**src/rtl/noc_inport_router.sv**
```systemverilog
// rtl/noc_inport_router.sv - NoC mesh input port: register FIFO plus XY or distance-adaptive output selection
// Defining NOC_INPORT_STATS_EN adds saturating accepted-flit and stall-cycle counters.
module noc_inport_router #(
  parameter int DATA_WIDTH = 288,
  parameter int POS_WIDTH  = 4,
  parameter int POS_X      = 0,
  parameter int POS_Y      = 0,
  parameter int FIFO_DEPTH = 8,
  parameter int ROUTE_MODE = 0
) (
  input  logic                          clk,
  input  logic                          rst,
  input  logic [DATA_WIDTH-1:0]         in_data,
  input  logic                          in_valid,
  output logic                          in_ready,
  output logic [5*DATA_WIDTH-1:0]       out_data,
  output logic [4:0]                    out_valid,
  input  logic [4:0]                    out_ready,
`ifdef NOC_INPORT_STATS_EN
  output logic [31:0]                   stat_flits_in,
  output logic [31:0]                   stat_stall_cycles,
`endif
  output logic [$clog2(FIFO_DEPTH):0]   fifo_count
);
  localparam int AW = $clog2(FIFO_DEPTH);
  localparam int CW = AW + 1;
  localparam logic [CW-1:0]        FULL = CW'(FIFO_DEPTH);
  localparam logic [POS_WIDTH-1:0] PX   = POS_WIDTH'(POS_X);
  localparam logic [POS_WIDTH-1:0] PY   = POS_WIDTH'(POS_Y);

  logic [DATA_WIDTH-1:0]   mem_q [FIFO_DEPTH];
  logic [AW-1:0]           wr_ptr_q, rd_ptr_q;
  logic [CW-1:0]           count_q, count_d;
  logic [4:0]              out_valid_q, out_valid_d;
  logic [5*DATA_WIDTH-1:0] out_data_q;
  logic                    push, pop;
  logic [DATA_WIDTH-1:0]   head;
  logic [POS_WIDTH-1:0]    dst_x, dst_y, dist_x, dist_y;
  logic [4:0]              port_free, x_port, y_port, issue_oh;

  assign head   = mem_q[rd_ptr_q];
  assign dst_x  = head[DATA_WIDTH-1 -: POS_WIDTH];
  assign dst_y  = head[DATA_WIDTH-1-POS_WIDTH -: POS_WIDTH];
  assign dist_x = (dst_x >= PX) ? (dst_x - PX) : (PX - dst_x);
  assign dist_y = (dst_y >= PY) ? (dst_y - PY) : (PY - dst_y);
  assign x_port = (dst_x > PX) ? 5'b00010 : 5'b01000;
  assign y_port = (dst_y < PY) ? 5'b00001 : 5'b00100;

  // A port holding a flit is still free if it drains this edge, allowing back-to-back issue.
  assign port_free = ~out_valid_q | out_ready;

  always_comb begin
    issue_oh = '0;
    if (count_q != '0) begin
      if ((dist_x == '0) && (dist_y == '0)) begin
        if (port_free[4]) issue_oh = 5'b10000;
      end else if (ROUTE_MODE == 0) begin
        if (dist_x != '0) begin
          if ((x_port & port_free) != '0) issue_oh = x_port;
        end else if ((y_port & port_free) != '0) begin
          issue_oh = y_port;
        end
      end else if (dist_x >= dist_y) begin
        if ((x_port & port_free) != '0) issue_oh = x_port;
        else if ((dist_y != '0) && ((y_port & port_free) != '0)) issue_oh = y_port;
      end else begin
        if ((y_port & port_free) != '0) issue_oh = y_port;
        else if ((dist_x != '0) && ((x_port & port_free) != '0)) issue_oh = x_port;
      end
    end
  end

  assign in_ready = ~rst & (count_q != FULL);
  assign push     = in_valid & in_ready;
  assign pop      = |issue_oh;

  always_comb begin
    count_d = count_q;
    case ({push, pop})
      2'b10:   count_d = count_q + 1'b1;
      2'b01:   count_d = count_q - 1'b1;
      default: count_d = count_q;
    endcase
    out_valid_d = (out_valid_q & ~out_ready) | issue_oh;
  end

  always_ff @(posedge clk) begin
    if (push) mem_q[wr_ptr_q] <= in_data;
  end

  always_ff @(posedge clk or posedge rst) begin
    if (rst) begin
      wr_ptr_q    <= '0;
      rd_ptr_q    <= '0;
      count_q     <= '0;
      out_valid_q <= '0;
      out_data_q  <= '0;
    end else begin
      if (push) wr_ptr_q <= wr_ptr_q + 1'b1;
      if (pop)  rd_ptr_q <= rd_ptr_q + 1'b1;
      count_q     <= count_d;
      out_valid_q <= out_valid_d;
      for (int p = 0; p < 5; p++) begin
        if (issue_oh[p]) out_data_q[p*DATA_WIDTH +: DATA_WIDTH] <= head;
      end
    end
  end

  assign out_valid  = out_valid_q;
  assign out_data   = out_data_q;
  assign fifo_count = count_q;

`ifdef NOC_INPORT_STATS_EN
  logic [31:0] flits_q, stall_q;

  always_ff @(posedge clk or posedge rst) begin
    if (rst) begin
      flits_q <= '0;
      stall_q <= '0;
    end else begin
      if (push && (flits_q != 32'hFFFF_FFFF)) flits_q <= flits_q + 1'b1;
      if ((count_q != '0) && !pop && (stall_q != 32'hFFFF_FFFF)) stall_q <= stall_q + 1'b1;
    end
  end

  assign stat_flits_in     = flits_q;
  assign stat_stall_cycles = stall_q;
`endif

endmodule
```
**config.mk**
```make
export PLATFORM = sky130hd
export DESIGN_NAME = noc_inport_router
export DESIGN_NICKNAME = d
export VERILOG_FILES = /design/src/rtl/noc_inport_router.sv
export SDC_FILE = /design/constraint.sdc
export NUM_CORES = 2
export LEC_CHECK = 0
export CAP_MARGIN = 30
export CORE_AREA = 4 4 670 672
export CTS_CLUSTER_DIAMETER = 120
export CTS_CLUSTER_SIZE = 25
export DETAILED_ROUTE_END_ITERATION = 8
export DIE_AREA = 0 0 674 676
export GPL_ROUTABILITY_DRIVEN = 0
export HOLD_SLACK_MARGIN = 0.1
export MAX_ROUTING_LAYER = met4
export PLACE_DENSITY_LB_ADDON = 0.05
export SYNTH_ARGS = -nofsm -noshare
export SYNTH_HDL_FRONTEND = slang
export SYNTH_SLANG_ARGS = --single-unit
```
**constraint.sdc**
```tcl
create_clock -name clk -period 49.8 [get_ports clk]
set_input_delay 14.94 -clock clk [delete_from_list [all_inputs] [get_ports clk]]
set_output_delay 14.94 -clock clk [all_outputs]
set_load 0.02 [all_outputs]
```
==> flow_metrics.py <==
metrics = {
    "setup_path": {
        "path_depth": 3,
        "path_buf_inv": 2,
        "cp_slowest_stage_delay_ns": 0.64,
        "rrSetupSlack_ns": 41.77,
        "crit_arrival_ns": 16.30,
        "cp_data_required_time_ns": 34.86,
        "end_kind": "output pin",
        "r2r_start": "rd_ptr_q[0]",
        "cp-start-kind": "input port",
        "path_class": "in2out",
        "crit_path_max_fanout": 2,
        "cp_cell_sequence": "clkdlybuf4s50_1 > a21oi_1 > clkdlybuf4s50_1",
        "path_delay_family": "buffers and inverters",
        "crit_slowest_cell": "clkdlybuf4s50_1",
        "cpMostUsedCell": "clkdlybuf4s50_1",
        "r2r-end": "out_data[470]",
        "reg2reg_depth": 14,
    },
    "sta": {
        "finalHoldViolations": 0,
        "setup_viol": 0,
        "finalClockSkew_ns": 0.0567,
        "slew_viol_final": 0,
        "setup-tns-final_ns": 0,
        "period_needed_ns": 31.24,
        "rsz0062_at_grt": "false",
        "timing.final.crit_share_pct": 62.7,
        "max_slew_margin_pct": 21.0,
        "max_freq_mhz": 32.0,
        "worst_slew_pin_slew_ns": 1.19,
    },
    "logic_synthesis": {
        "synth-edff-count": 2304,
        "synth_cells": 6760,
        "syn-cell-area_mm2": 0.130,
        "synth_mux_area_share_pct": 17.4,
        "yosys_register_bits": 3471,
        "yosysSeqAreaShare_pct": 75.9,
        "yosysWarnings": 0,
        "synth_xor_area_share_pct": 0.0540,
        "synth-compound-area-share_pct": 0.108,
        "ys_async_sr_fraction_pct": 33.6,
        "synthAdderAreaFrac_pct": 0.0637,
        "synth.distinct_cells": 40,
        "avgSynthCellArea_um2": 19.2,
        "synth_ff_type": "edfxtp_1",
        "synth_top_family_by_area": "multiplexers",
        "yosys.area_share.simple_pct": 2.83,
    },
    "clock_network": {
        "cts_inserted_buffers": 163,
        "cts_max_level": 4,
        "cts_tree": "built",
        "ctsResizeCount": 0,
        "root_buffer": "clkbuf_16",
        "post-cts-setup-buffers": 0,
        "clock-sinks": 3471,
        "cts_hold_buffers": 0,
        "clock_latency_ns": 0.93,
        "clk_path_buf_depth": 4,
        "clk_pin_slew_worst_paths_ns": 0.09,
    },
    "die": {
        "num_rows": 245,
        "initial_core_util_pct": 29.2,
        "ioPinCount": 1746,
        "die_h_um": 676,
        "die_area_mm2": 0.456,
        "die_w_um": 674,
        "core_mm2": 0.444,
    },
    "routing": {
        "first_pass_iters": 5,
        "drtIter0Drc": 3689,
        "wl_per_cell_um": 26.9,
        "num_vias": 61900,
        "drc": 0,
        "drtAntennaViolNets": 0,
        "routed_wl_um": 378000,
        "vias_per_cell": 4.41,
    },
    "power_and_ir_drop": {
        "vdd_drop_max_uv": 39.2,
        "p_sw_w": 0.00305,
        "p_seq_share_pct": 43.1,
        "combinationalPowerShare_pct": 39.0,
        "p_sw_share_pct": 34.5,
        "power_density_mw_per_mm2": 57.2,
        "clockPowerShare_pct": 17.9,
        "p_leak_nw": 54.9,
        "internal-power_w": 0.00579,
    },
    "global_routing": {
        "grt_max_degree": 147,
        "grt_pass1_vias": 65500,
        "grt_pass1_wl_um": 525000,
        "antenna_found_initial": 191,
        "grt_remaining_overflow": 0,
        "grtUsageTotal_pct": 16.5,
    },
    "run_status": {
        "outcome": "complete, no violations",
    },
    "finish": {
        "area_growth_pct": 19.1,
        "drive_gt1_share_pct": 21.6,
        "post-route-util_pct": 34.8,
        "fin_nets": 8224,
        "final_common_cell": "edfxtp_1",
        "final_cell_mix": "2,304 x edfxtp_1, 1,457 x clkdlybuf4s50_1, 1,165 x dfrtp_1",
    },
    "hold_path": {
        "hold_end": "out_data[1142]",
        "min_from": "out_data[1142]",
        "hp-class": "reg2reg",
        "min_path_cells": 0,
    },
    "job": {
        "cap_viol_max_count": 0,
    },
    "place": {
        "post-dp-hpwl_um": 240000,
        "io_buffers": 1457,
    },
}
## final cells by class
class / instances / area, um^2
fill: 42000 / 289000
sequential: 3471 / 98400
multi-input combinational: 2701 / 27700
timing repair buffer: 1576 / 15900
tap: 5928 / 7420
clock buffer: 266 / 4620
antenna: 101 / 253
clock inverter: 9 / 129
inverter: 9 / 48.8
## cells in the mapped netlist, types with 2 or more instances
cell type | n | area share (%)
edfxtp_1 | 2304 | 53
buf_2 | 94 | 0.36
dfrtp_1 | 1167 | 23
a31o_2 | 4 | 0.027
inv_1 | 8 | 0.023
buf_1 | 8 | 0.023
mux2i_1 | 33 | 0.25
o21ai_0 | 8 | 0.031
buf_4 | 325 | 1.9
xor2_1 | 4 | 0.027
mux2_2 | 848 | 7.4
nand3_1 | 20 | 0.077
nor3_1 | 3 | 0.012
nor2b_1 | 9 | 0.043
buf_6 | 16 | 0.14
nand2b_1 | 6 | 0.029
nor2_1 | 8 | 0.023
xnor2_1 | 4 | 0.027
clkbuf_1 | 423 | 1.2
ha_1 | 5 | 0.048
a21oi_1 | 2 | 0.0077
a211oi_1 | 4 | 0.023
and2_1 | 14 | 0.068
and4_1 | 2 | 0.014
nand2_1 | 863 | 2.5
mux4_2 | 564 | 9.8
## registers in the layout, summed over array words and instances (netlist names)
register,flops
mem_q,2304
out_data,1152
out_valid,5
wr_ptr_q,3
fifo_count,4
rd_ptr_q,3
## cell families after synthesis
kind of cell / Yosys count
flip-flops: 3471
XOR/XNOR: 8
other: 1
AND/OR/NAND/NOR: 933
buffers and inverters: 875
adder cells (fa/ha/maj): 6
AO/OA/AOI/OAI: 21
multiplexers: 1445
## per-layer routing
layer | global-route usage [%] | wire [um]
met3 | 3.84 | 22000
met4 | 4.94 | 11100
met2 | 28.1 | 193000
met1 | 19.6 | 152000
met5 | - | 0
## through the flow
step / total power, W / cells / worst slack, ns / hold WS (ns) / cell area (um^2)
global route: 0.00933 / 14100 / 18.47 / 0.390 / 154000
CTS: 0.00908 / 14000 / 18.56 / 0.386 / 154000
global placement: 0.00742 / 13700 / 18.46 / 0.364 / 149000
floorplan: 0.00591 / 7047 / 1.99 / 0.480 / 131000
detailed placement: 0.00745 / 13700 / 18.56 / 0.364 / 149000
finish: 0.00884 / 14100 / 18.56 / 0.380 / 154000
## power groups by stage
stage	clock network (W)	registers (W)	logic (W)
finish	0.00158	0.00381	0.00345
global route	0.00177	0.00387	0.00369
CTS	0.00168	0.00382	0.00358
detailed placement	0	0.00388	0.00357
global placement	0	0.00386	0.00356
floorplan	0	0.00430	0.00161
## how the worst max path moves through the flow
stage | from | to | slack (ns)
floorplan | rst | fifo_count[0] | 1.99
global placement | rst | in_ready | 18.46
detailed placement | rst | in_ready | 18.56
CTS | rst | in_ready | 18.56
global route | rst | in_ready | 18.47
finish | rst | in_ready | 18.56
## worst register-to-register path, delay by kind of cell, from the launching register on
family	cells	cell delay, ns
AOI/OAI and AO/OA	1	0.38
DFF	1	0.74
and+or+nand+nor	3	0.45
muxes	2	0.74
buffers and inverters	8	5.63
Note: power is estimated with default switching activity, not from simulation.
